$ cat config.mk
export PLATFORM = sky130hd
export DESIGN_NAME = ram_port_initiator
export DESIGN_NICKNAME = d
export VERILOG_FILES = /design/src/rtl/ram_init_pkg.sv /design/src/rtl/ram_rsp_fifo.sv /design/src/rtl/ram_port_initiator.sv
export SDC_FILE = /design/constraint.sdc
export NUM_CORES = 1
export LEC_CHECK = 0
export ABC_CLOCK_PERIOD_IN_PS = 7400
export CAP_MARGIN = 25
export CORE_MARGIN = 4
export CORE_UTILIZATION = 60
export DETAILED_ROUTE_END_ITERATION = 12
export DONT_BUFFER_PORTS = 1
export PLACE_DENSITY = 0.81
export SETUP_SLACK_MARGIN = 0.05
export SYNTH_ARGS = -nofsm -noshare
export SYNTH_HDL_FRONTEND = slang
export SYNTH_SLANG_ARGS = --single-unit
export TNS_END_PERCENT = 50
$ cat constraint.sdc
create_clock -name clk -period 7.4 [get_ports clk]
set_input_delay 1.48 -clock clk [delete_from_list [all_inputs] [get_ports clk]]
set_output_delay 1.48 -clock clk [all_outputs]
set_load 0.03 [all_outputs]
$ cat src/rtl/ram_init_pkg.sv
// rtl/ram_init_pkg.sv - shared constants and types for the RAM port initiator
// Purpose : default data/address widths, response buffer depth and the
//           response entry layout used by ram_port_initiator and ram_rsp_fifo.
// Ports   : none (package).
package ram_init_pkg;

  localparam int DEF_DW    = 8;
  localparam int DEF_AW    = 3;
  localparam int RSP_DEPTH = 3;

  typedef struct packed {
    logic              is_wr;
    logic [DEF_DW-1:0] data;
  } rsp_entry_t;

endpackage

$ cat src/rtl/ram_rsp_fifo.sv
// rtl/ram_rsp_fifo.sv - small in-order response buffer with simultaneous push/pop
// Purpose : holds captured RAM responses until the client consumes them.
// Ports   : clk, rst_n (async active-low)
//           push, push_data[W-1:0] : write one entry at the tail
//           pop                    : drop the head entry (caller guarantees non-empty)
//           head[W-1:0]            : current head entry
//           count[CW-1:0]          : number of stored entries (0..DEPTH)
module ram_rsp_fifo
  import ram_init_pkg::*;
#(
  parameter int W     = $bits(rsp_entry_t),
  parameter int DEPTH = RSP_DEPTH,
  parameter int PW    = $clog2(DEPTH),
  parameter int CW    = $clog2(DEPTH + 1)
) (
  input  logic          clk,
  input  logic          rst_n,
  input  logic          push,
  input  logic [W-1:0]  push_data,
  input  logic          pop,
  output logic [W-1:0]  head,
  output logic [CW-1:0] count
);

  logic [W-1:0]  mem [DEPTH];
  logic [PW-1:0] wr_ptr;
  logic [PW-1:0] rd_ptr;

  // Depth need not be a power of two, so pointers wrap explicitly.
  function automatic logic [PW-1:0] ptr_inc(input logic [PW-1:0] p);
    return (p == PW'(DEPTH - 1)) ? '0 : p + PW'(1);
  endfunction

  always_ff @(posedge clk or negedge rst_n) begin
    if (!rst_n) begin
      wr_ptr <= '0;
      rd_ptr <= '0;
      count  <= '0;
      for (int i = 0; i < DEPTH; i++) begin
        mem[i] <= '0;
      end
    end else begin
      if (push) begin
        mem[wr_ptr] <= push_data;
        wr_ptr      <= ptr_inc(wr_ptr);
      end
      if (pop) begin
        rd_ptr <= ptr_inc(rd_ptr);
      end
      case ({push, pop})
        2'b10:   count <= count + CW'(1);
        2'b01:   count <= count - CW'(1);
        default: count <= count;
      endcase
    end
  end

  assign head = mem[rd_ptr];

endmodule

$ cat src/rtl/ram_port_initiator.sv
// rtl/ram_port_initiator.sv - request/response initiator for one dual-port RAM port
// Purpose : turns a valid/ready request stream into RAM port cycles, captures the
//           registered read data one cycle later and returns it through a
//           3-entry response buffer so back-pressure never drops data.
// Config  : RAM_INIT_WRITE_ACK_EN - when defined, writes also return a response
//           {is_wr=1, data=0} and consume a credit like reads.
// Ports   : clk, rst_n (async active-low)
//           req_valid/req_ready, req_wr, req_addr[AW-1:0], req_wdata[DW-1:0]
//           rsp_valid/rsp_ready, rsp_rdata[DW-1:0], rsp_is_wr
//           ram_addr[AW-1:0], ram_wdata[DW-1:0], ram_wr, ram_rdata[DW-1:0]
module ram_port_initiator
  import ram_init_pkg::*;
#(
  parameter int DW = DEF_DW,
  parameter int AW = DEF_AW
) (
  input  logic          clk,
  input  logic          rst_n,
  input  logic          req_valid,
  output logic          req_ready,
  input  logic          req_wr,
  input  logic [AW-1:0] req_addr,
  input  logic [DW-1:0] req_wdata,
  output logic          rsp_valid,
  input  logic          rsp_ready,
  output logic [DW-1:0] rsp_rdata,
  output logic          rsp_is_wr,
  output logic [AW-1:0] ram_addr,
  output logic [DW-1:0] ram_wdata,
  output logic          ram_wr,
  input  logic [DW-1:0] ram_rdata
);

`ifdef RAM_INIT_WRITE_ACK_EN
  localparam int EW = DW + 1;
`else
  localparam int EW = DW;
`endif
  localparam int CW = $clog2(RSP_DEPTH + 1);
  localparam int UW = CW + 1;

  logic          accept;
  logic          track;
  logic          inflight_q;
  logic          push;
  logic          pop;
  logic [CW-1:0] fifo_count;
  logic [EW-1:0] push_data;
  logic [EW-1:0] head;
  logic [UW-1:0] used;
  logic [AW-1:0] addr_q;
  logic [DW-1:0] wdata_q;

  // Credits cover both buffered entries and the one read still inside the RAM,
  // so the buffer cannot overflow; only registered state feeds req_ready.
  assign used      = {1'b0, fifo_count} + UW'(inflight_q);
  assign req_ready = rst_n & (used < UW'(RSP_DEPTH));
  assign accept    = req_valid & req_ready;

`ifdef RAM_INIT_WRITE_ACK_EN
  logic inflight_wr_q;

  assign track     = accept;
  assign push_data = inflight_wr_q ? {1'b1, {DW{1'b0}}} : {1'b0, ram_rdata};
  assign rsp_is_wr = head[DW];
  assign rsp_rdata = head[DW-1:0];

  always_ff @(posedge clk or negedge rst_n) begin
    if (!rst_n) begin
      inflight_wr_q <= 1'b0;
    end else begin
      inflight_wr_q <= accept & req_wr;
    end
  end
`else
  assign track     = accept & ~req_wr;
  assign push_data = ram_rdata;
  assign rsp_is_wr = 1'b0;
  assign rsp_rdata = head;
`endif

  // inflight marks that the RAM's registered output holds our data this cycle.
  always_ff @(posedge clk or negedge rst_n) begin
    if (!rst_n) begin
      inflight_q <= 1'b0;
      addr_q     <= '0;
      wdata_q    <= '0;
    end else begin
      inflight_q <= track;
      if (accept) begin
        addr_q  <= req_addr;
        wdata_q <= req_wdata;
      end
    end
  end

  // The port is driven straight from the request on accept; otherwise it
  // holds the last driven address/data so the RAM inputs stay quiet.
  assign ram_addr  = accept ? req_addr  : addr_q;
  assign ram_wdata = accept ? req_wdata : wdata_q;
  assign ram_wr    = accept & req_wr;

  assign push      = inflight_q;
  assign rsp_valid = (fifo_count != '0);
  assign pop       = rsp_valid & rsp_ready;

  ram_rsp_fifo #(
    .W     (EW),
    .DEPTH (RSP_DEPTH)
  ) u_rsp_fifo (
    .clk       (clk),
    .rst_n     (rst_n),
    .push      (push),
    .push_data (push_data),
    .pop       (pop),
    .head      (head),
    .count     (fifo_count)
  );

endmodule
==> flow_summary.toml, run 1 <==
[global_routing]
grt_pass1_vias = 1044
grt_pass1_wl_um = 5150
overflow = 0
antenna_found_initial = 0
grt_max_degree = 44
grt.total_usage = 0.166

[clock_tree]
cts_tree = "built"
clkSinkCount = 42
insertion_delay_ps = 340
post_cts_buffers = 0
holdBufCountCts = 0
path_clk_slew_ps = 100
cts_root_buffer = "clkbuf_4"
numCtsBuffers = 5
cts_resized = 0
clockBufferDepth = 2
h-tree-depth = 2

[floorplanning]
fp.dieW_um = 63.5
core_mm2 = 0.00285
die-area_mm2 = 0.00403
start_util = 0.648
num_io_pins = 47
die_h_um = 63.5
rows = 19

[sta]
worst_slew_pin_slew_ps = 1010
rsz0062_at_grt = "false"
max_slew_margin = 0.322
finalClockSkew_ps = 12.3
final_hold_viol_count = 0
holdWs_ps = 516
fin_crit_ps = 4240
fin_crit_sh = 0.573
drv_slew = 0
setup_viol = 0
fmax_mhz = 236
tns_ps = 0

[placement]
io_buffers = 0
dp_cells = 162
place_hpwl_um = 2230
place.gp.congestion = 0.759
dpl_cell_area_mm2 = 0.00185

[synth]
ys_warn_count = 0
synthCells = 137
yosysUniqueCellTypes = 26
synthSimpleGateAreaFrac = 0.0501
syn-num-nets = 164
synth_fa_ha_area_frac = 0.0203
synth-compound-area-share = 0.0569
synth_mux_area_frac = 0.257
synth_xor_xnor_area_share = 0.0142
synth_top_family_by_area = "multiplexers"
netlist_area_mm2 = 0.00185
ys_ff_latch = 42
syn_area_per_cell_um2 = 13.5
yosysSeqAreaShare = 0.569

[final_layout]
drive_above_1_share = 0.328
fill_cells = 220
final_common_cell = "dfrtp_1"
nets = 165
final_cell_mix = "42 x dfrtp_1, 35 x mux2_2, 11 x o21ai_0, 10 x nand2_1, 8 x mux2i_1"
synthToLayoutAreaGrowth_pct = 2.78
final_cell_count_no_fill = 168
design_area_mm2 = 0.00190
n_antenna_cell = 0

[worst_setup_path]
worst_setup_path_start_kind = "input port"
crit_arrival_ps = 2760
startpoint = "rst_n"
worstPathRequired_ps = 5920
critPathBufInv = 1
cpPeakStageDelay_ps = 710
crit_type = "input port to output port"
crit_family = "compound AO/OA/AOI/OAI gates"
end_kind = "output port"
cpMaxStageDelayCell = "a2111oi_4"
worstReg2RegStart = "u_rsp_fifo.count[0]$_DFFE_PN0P_"
crit_chain = "inv_1, a2111oi_4, mux2_2"
crit_path_max_fanout = 43

[routing]
vias = 1020
drtIter0Drc = 49
drt_first_pass_iters = 4
wire_per_inst_um = 18.6
wirelength_um = 3120
post_drt_via_cell_ratio = 6.07
antenna_left = 0
drc = 0

[power_and_ir_drop]
power_uw = 933
p_leak_nw = 0.832
power.density_mw_per_mm2 = 491
peakVddDrop_mv = 0.280

[min_path]
min_from = "u_rsp_fifo.mem[10]$_DFFE_PN0P_"
worstHoldPathType = "flop to flop"

[outcome]
outcome = "finished, final reports clean"

[run]
cap_violations = 0
## cell type report
type | instances | area, um2 | area share
Inverter | 5 | 18.8 | 0.00988
Clock buffer | 6 | 51.3 | 0.0270
Sequential cell | 42 | 1050 | 0.553
Tap cell | 31 | 38.8 | 0.0204
Multi-Input combinational cell | 84 | 739 | 0.389
## path summary, 6_finish.rpt
check | to | slack [ps] | cells after the start
min in group asynchronous | u_rsp_fifo.mem[20]$_DFFE_PN0P_ | 820 | 0
worst min-delay path | u_rsp_fifo.mem[10]$_DFFE_PN0P_ | 520 | 1
max in group asynchronous | u_rsp_fifo.wr_ptr[1]$_DFFE_PN0P_ | 6490 | 0
worst min register to register | u_rsp_fifo.mem[10]$_DFFE_PN0P_ | 520 | 1
worst max-delay path | ram_wdata[1] | 3160 | 3
worst max register to register | addr_q[2]$_DFF_PN0_ | 4980 | 4
## report_power, final
group          internal (mW)  total [mW]  switching, mW
Combinational          0.141       0.406          0.265
Clock                 0.0429       0.108         0.0647
Sequential             0.343       0.419         0.0768
## sequential cells by signal, indices dropped and copies added (netlist names)
register and flops:
u_rsp_fifo.mem 24, wdata_q 8, inflight_q 1, u_rsp_fifo.count 2, addr_q 3, u_rsp_fifo.wr_ptr 2, u_rsp_fifo.rd_ptr 2
## kinds of logic after synthesis
family | after synthesis
multiplexers | 43
flip-flops | 42
AND/OR/NAND/NOR | 19
AO/OA/AOI/OAI | 15
buffers and inverters | 11
adder cells (fa/ha/maj) | 3
XOR/XNOR | 3
other | 1
## worst reg2reg max path, cell delays in order, from the launching register on
cell and delay, ps:
dfrtp_1 450, ha_1 210, ha_1 320, a2111oi_4 790, mux2_2 510
## metrics by stage
step	utilization	worst slack, ps
floorplan	-	3390
global placement	0.648	3190
detailed placement	0.648	3140
CTS	0.666	3130
global route	0.666	3070
finish	0.666	3160
## cell usage after synthesis, drive strengths merged
cell,number,area share
dfrtp,42,0.57
and2,1,0.0034
nand2,10,0.020
nor3,2,0.0081
buf,4,0.017
mux2i,8,0.043
or3,1,0.0034
mux2,35,0.21
conb,1,0.0020
a21o,2,0.0081
nand3,1,0.0027
nor2b,2,0.0068
a2111oi,1,0.015
xnor2,2,0.0095
xor2,1,0.0047
ha,3,0.020
nor2,1,0.0020
inv,5,0.010
or2,1,0.0034
a211oi,1,0.0041
o21ai,11,0.030
clkbuf,2,0.0041
## routing by layer
| layer | part of all wire | global-route usage | routed length, um | up-vias |
|---|---|---|---|---|
| li1 | - | - | - | 475 |
| met5 | 0 | 0 | 0 | - |
| met2 | 0.50 | 0.262 | 1550 | 30 |
| met1 | 0.41 | 0.198 | 1290 | 513 |
| met3 | 0.082 | 0.0782 | 256 | 2 |
| met4 | 0.0061 | 0.0566 | 19 | 0 |
No activity file was read; power rests on OpenSTA's default activity.
==> run 2, diff against run 1 <==
--- a/config.mk
+++ b/config.mk
@@ -5,13 +5,14 @@
 export SDC_FILE = /design/constraint.sdc
 export NUM_CORES = 1
 export LEC_CHECK = 0
-export ABC_CLOCK_PERIOD_IN_PS = 7400
+export ABC_AREA = 1
+export ABC_CLOCK_PERIOD_IN_PS = 3700
 export CAP_MARGIN = 25
 export CORE_MARGIN = 4
-export CORE_UTILIZATION = 60
+export CORE_UTILIZATION = 55
 export DETAILED_ROUTE_END_ITERATION = 12
 export DONT_BUFFER_PORTS = 1
-export PLACE_DENSITY = 0.81
+export PLACE_DENSITY = 0.78
 export SETUP_SLACK_MARGIN = 0.05
 export SYNTH_ARGS = -nofsm -noshare
 export SYNTH_HDL_FRONTEND = slang
==> constraint.sdc (replaced) <==
create_clock -name clk -period 3.7 [get_ports clk]
set_input_delay 0.74 -clock clk [delete_from_list [all_inputs] [get_ports clk]]
set_output_delay 0.74 -clock clk [all_outputs]
set_load 0.03 [all_outputs]
==> flow_summary.toml, run 2 <==
[sta]
tns_ps = 0
fin_ws_ps = 630
finalClockSkew_ps = 4.59
fin_crit_sh = 0.830
fmax_mhz = 326
rsz0062_at_grt = "false"
drv_slew = 0
worst_slew_pin_slew_ps = 649
max_slew_margin = 0.566
final_hold_viol_count = 0
fin_crit_ps = 3070
setup_viol = 0

[floorplanning]
start_util = 0.589
die_h_um = 66.1
die-area_mm2 = 0.00437
core_mm2 = 0.00315
rows = 20
fp.dieW_um = 66.1
num_io_pins = 47

[run]
cap_violations = 0

[routing]
antenna_left = 0
drt_first_pass_iters = 4
drtIter0Drc = 83
wirelength_um = 3580
vias = 1393
post_drt_via_cell_ratio = 5.30
wire_per_inst_um = 13.6
drc = 0

[synth]
yosysSeqAreaShare = 0.566
syn-num-nets = 245
synth-compound-area-share = 0.0701
synthSimpleGateAreaFrac = 0.270
yosys.area.top_type_share = 0.566
ys.flop_type = "dfrtp_1"
synth_fa_ha_area_frac = 0.0202
ys_warn_count = 0
synth_async_sr_flop_share = 1.00
netlist_area_mm2 = 0.00186
syn_area_per_cell_um2 = 8.52
synthCells = 218
synth_top_family_by_area = "simple AND/OR/NAND/NOR gates"
synth.top_cells.by_area = "dfrtp_1 57%, nand2_1 17%, nand4_1 4.4%, o21ai_1 4.3%, inv_1 4.2%"
synth_xor_xnor_area_share = 0.00472
yosysUniqueCellTypes = 17
yosys.area.top_type = "dfrtp_1"
ys_ff_latch = 42
synth_mux_area_frac = 0
synthTopCellsByCount = "84 x nand2_1, 42 x dfrtp_1, 21 x inv_1, 16 x o21ai_1, 13 x nand4_1"
yosysMostFrequentCell = "nand2_1"
synth_enable_flop_cells = 0

[worst_setup_path]
end_kind = "output port"
reg2reg_depth = 7
startpoint = "inflight_q$_DFF_PN0_"
crit_cells = 7
cpPeakStageDelay_ps = 490
cpMaxStageDelayCell = "dfrtp_1"
crit_path_max_fanout = 13
reg2reg_slack_ps = 1520
timing.rr.end = "wdata_q[2]$_DFF_PN0_"
critPathBufInv = 1
crit_type = "flop to output port"
crit_arrival_ps = 2330
crit_chain = "ha_1, ha_1, nand2_1, nand4_1, buf_4, nand2_1, nand2_1"
worst_setup_path_start_kind = "flop"
crit_top_cell = "nand2_1"
worstReg2RegStart = "inflight_q$_DFF_PN0_"
worstPathRequired_ps = 2960
crit_family = "simple AND/OR/NAND/NOR gates"
endpoint = "ram_wdata[2]"

[power_and_ir_drop]
power.density_mw_per_mm2 = 943
p_leak_nw = 1.02
p_comb_frac = 0.441
p_switching_uw = 875
switching_share = 0.480
peakVddDrop_mv = 0.442
internal_power_uw = 948
share_seq_of_total_power = 0.431
pwr-share-clk = 0.129

[clock_tree]
clockBufferDepth = 2
cts_root_buffer = "clkbuf_4"
insertion_delay_ps = 350
cts_resized = 0
post_cts_buffers = 0
h-tree-depth = 2
path_clk_slew_ps = 120
holdBufCountCts = 0
clkSinkCount = 42
cts_tree = "built"
numCtsBuffers = 5

[final_layout]
top_register = "u_rsp_fifo.mem"
reg_top3 = "u_rsp_fifo.mem: 24 flops, wdata_q: 8 flops, addr_q: 3 flops"
nets = 245
synthToLayoutAreaGrowth_pct = 4.11
largest_register_ffs = 24
final_common_cell = "nand2_1"
final_cell_mix = "84 x nand2_1, 42 x dfrtp_1, 21 x inv_1, 16 x o21ai_1, 13 x nand4_1"
n_antenna_cell = 0
drive_above_1_share = 0.0548

[placement]
place.gp.congestion = 0.813
post-place-ws_ps = 1040
io_buffers = 0
place_hpwl_um = 2470

[global_routing]
grt_pass1_wl_um = 6210
grt.total_usage = 0.192
grt_pass1_vias = 1333
overflow = 0
antenna_found_initial = 0
grt_max_degree = 45

[min_path]
worstHoldPathType = "input port to async pin"

[outcome]
outcome = "finished, final reports clean"
## run 2: power by group through the flow
stage / Clock (mW) / Combinational, mW / Sequential (mW)
after floorplan: 0 / 0.711 / 0.770
after global placement: 0 / 0.791 / 0.789
after detailed placement: 0 / 0.811 / 0.795
after CTS: 0.238 / 0.813 / 0.786
after global routing: 0.264 / 0.901 / 0.818
final: 0.234 / 0.803 / 0.785
## run 2: layer usage
layer	track usage	routed length, um
met5	0	0
met4	0.0888	60
met3	0.0595	222
met2	0.286	1720
met1	0.254	1570
## run 2: layout make-up
class | instances | area [um2]
inverters | 21 | 78.8
flip-flops and latches | 42 | 1050
clock inverters | 1 | 5.00
fillers | 293 | 1220
well taps | 44 | 55.1
clock buffers | 7 | 55.1
multi-input cells | 147 | 681
repair buffers | 1 | 7.51
## run 2: how the worst min path moves through the flow
stage / to / slack, ps / cells after the start
6_report: u_rsp_fifo.mem[17]$_DFFE_PN0P_ / 70 / 0
5_1_grt: addr_q[1]$_DFF_PN0_ / 30 / 0
4_1_cts: u_rsp_fifo.mem[22]$_DFFE_PN0P_ / 60 / 0
3_5_place_dp: addr_q[1]$_DFF_PN0_ / 450 / 0
3_3_place_gp: wdata_q[6]$_DFF_PN0_ / 450 / 0
2_1_floorplan: addr_q[0]$_DFF_PN0_ / 440 / 0
## run 2: kinds of logic after synthesis
group / after synthesis
xor gates and xnor gates: 1
and+or+nand+nor: 116
other: 1
AOI/OAI and AO/OA: 26
buffers and inverters: 29
adders and majority gates: 3
DFF: 42
## run 2: worst reg2reg max path: stages, from the launching register on
cell,delay [ps]
dfrtp_1,490
ha_1,240
ha_1,270
nand2_1,320
nand4_1,170
buf_4,220
nand2_1,70
nand2_1,210
## run 2: per-stage QoR
| stage | utilization | cell area (um2) | hold slack [ps] | power, mW | cells |
|---|---|---|---|---|---|
| global placement | 0.594 | 1870 | 445 | 1.58 | 255 |
| detailed placement | 0.594 | 1870 | 445 | 1.61 | 255 |
| CTS | 0.613 | 1930 | 59.9 | 1.84 | 263 |
| finish | 0.613 | 1930 | 72.0 | 1.82 | 263 |
| floorplan | - | 1860 | 444 | 1.48 | 218 |
| global route | 0.613 | 1930 | 31.4 | 1.98 | 263 |
==> run 3, diff against run 2 <==
--- a/config.mk
+++ b/config.mk
@@ -6,7 +6,7 @@
 export NUM_CORES = 1
 export LEC_CHECK = 0
 export ABC_AREA = 1
-export ABC_CLOCK_PERIOD_IN_PS = 3700
+export ABC_CLOCK_PERIOD_IN_PS = 2600
 export CAP_MARGIN = 25
 export CORE_MARGIN = 4
 export CORE_UTILIZATION = 55
==> constraint.sdc (replaced) <==
create_clock -name clk -period 2.6 [get_ports clk]
set_input_delay 0.52 -clock clk [delete_from_list [all_inputs] [get_ports clk]]
set_output_delay 0.52 -clock clk [all_outputs]
set_load 0.03 [all_outputs]
==> flow_summary.toml, run 3 (synthesis gave the netlist of run 2 again) <==
[outcome]
outcome = "finished, final reports clean"

[sta]
fmax_mhz = 408
finalClockSkew_ps = 8.03
fin_ws_ps = 147
drv_slew = 0
fin_crit_ps = 2450
fin_crit_sh = 0.944
tns_ps = 0
final_hold_viol_count = 0
max_slew_margin = 0.582
holdWs_ps = 80.1
rsz0062_at_grt = "true"
setup_viol = 0
worst_slew_pin_slew_ps = 624

[final_layout]
reg_top3 = "u_rsp_fifo.mem: 24 flops, wdata_q: 8 flops, addr_q: 3 flops"
top_register = "u_rsp_fifo.mem"
n_antenna_cell = 0
final_cell_count_no_fill = 271
synthToLayoutAreaGrowth_pct = 11.5
fill_cells = 266
nets = 254
drive_above_1_share = 0.128
fin_util = 0.657
final_cell_mix = "76 x nand2_1, 41 x dfrtp_1, 21 x inv_1, 16 x o21ai_1, 13 x nand4_1"
largest_register_ffs = 24
final_common_cell = "nand2_1"

[worst_setup_path]
crit_family = "adder cells"
crit_path_max_fanout = 7
end_kind = "output port"
reg2reg_depth = 7
crit_type = "flop to output port"
worst_setup_path_start_kind = "flop"
crit_top_cell = "nand2_1"
crit_arrival_ps = 1930
cpPeakStageDelay_ps = 470
crit_cells = 7
cpMaxStageDelayCell = "dfrtp_2"
critPathBufInv = 1
worstPathRequired_ps = 2080
crit_chain = "ha_1, ha_1, nand2_1, nand4_1, buf_4, nand2_1, nand2_1"

[power_and_ir_drop]
p_leak_nw = 1.08
power.density_mw_per_mm2 = 1330
peakVddDrop_mv = 0.784

[routing]
drc = 0
wirelength_um = 3530
drt_first_pass_iters = 4
drtIter0Drc = 48
wire_per_inst_um = 13.0
vias = 1421
antenna_left = 0
post_drt_via_cell_ratio = 5.24

[clock_tree]
cts_tree = "built"
clockBufferDepth = 2
path_clk_slew_ps = 110
clkSinkCount = 42
cts_root_buffer = "clkbuf_4"
h-tree-depth = 2
insertion_delay_ps = 330
numCtsBuffers = 5

[global_routing]
antenna_found_initial = 0
overflow = 0
grt_pass1_wl_um = 6020
grt_pass1_vias = 1332
grt.total_usage = 0.180
grt_max_degree = 43

[floorplanning]
core_mm2 = 0.00315
die-area_mm2 = 0.00437
num_io_pins = 47
fp.dieW_um = 66.1
start_util = 0.589
die_h_um = 66.1
rows = 20

[min_path]
worstHoldPathType = "input port to async pin"

[placement]
place_hpwl_um = 2400
dp_cells = 259
place.gp.congestion = 0.779
io_buffers = 0
post-place-ws_ps = 386

[run]
cap_violations = 0
[run 3: cell types whose count changed in the layout (fill, tap and decap cells not counted), sizes merged]
cell / previous run / this run
buf: 1 / 9
bufinv: 0 / 1
clkbuf: 7 / 6
clkinv: 1 / 0
dlygate4sd3: 0 / 1
[run 3: power by group]
group	internal [mW]	switching, mW
Combinational	0.302	0.908
Sequential	0.962	0.160
Clock	0.224	0.191
[run 3: metal layers]
layer,wire length (um),vias to the layer above,part of all wire,track usage
met3,255,4,0.072,0.0578
met4,28,0,0.0079,0.0584
li1,-,712,-,-
met2,1610,53,0.46,0.275
met1,1640,652,0.46,0.244
met5,0,-,0,0
[run 3: repair_timing]
| action | CTS | global route |
|---|---|---|
| pin swaps | 0 | 1 |
| setup endpoints to repair | 8 | 8 |
| endpoints found under the hold margin | 42 | 11 |
| gates cloned | 0 | 0 |
| resized for setup | 5 | 4 |
| hold buffers | 1 | 2 |
| setup buffers | 0 | 2 |
[run 3: final timing paths]
kind                       slack (ps)                           from                        endpoint
setup / recovery                  150           inflight_q$_DFF_PN0_                     ram_addr[0]
hold / removal                     80                          rst_n  u_rsp_fifo.mem[13]$_DFFE_PN0P_
setup reg to reg                  800           inflight_q$_DFF_PN0_             addr_q[0]$_DFF_PN0_
hold reg to reg                   500  u_rsp_fifo.mem[3]$_DFFE_PN0P_   u_rsp_fifo.mem[3]$_DFFE_PN0P_
max in group asynchronous        1640                          rst_n   u_rsp_fifo.mem[8]$_DFFE_PN0P_
min in group clk                  240                         req_wr            inflight_q$_DFF_PN0_
[run 3: metrics by stage]
step,power (mW),area (um2)
floorplan,2.11,1860
global placement,2.28,1900
detailed placement,2.30,1900
CTS,2.75,2020
global route,2.97,2070
finish,2.75,2070
[run 3: final cells by class]
cell class	count	area, um2	area share
Clock buffer	6	51.3	0.0248
Sequential cell	42	1050	0.508
Inverter	21	78.8	0.0381
Tap cell	44	55.1	0.0266
Clock inverter	1	30.0	0.0145
Timing Repair Buffer	10	103	0.0495
Multi-Input combinational cell	147	701	0.338
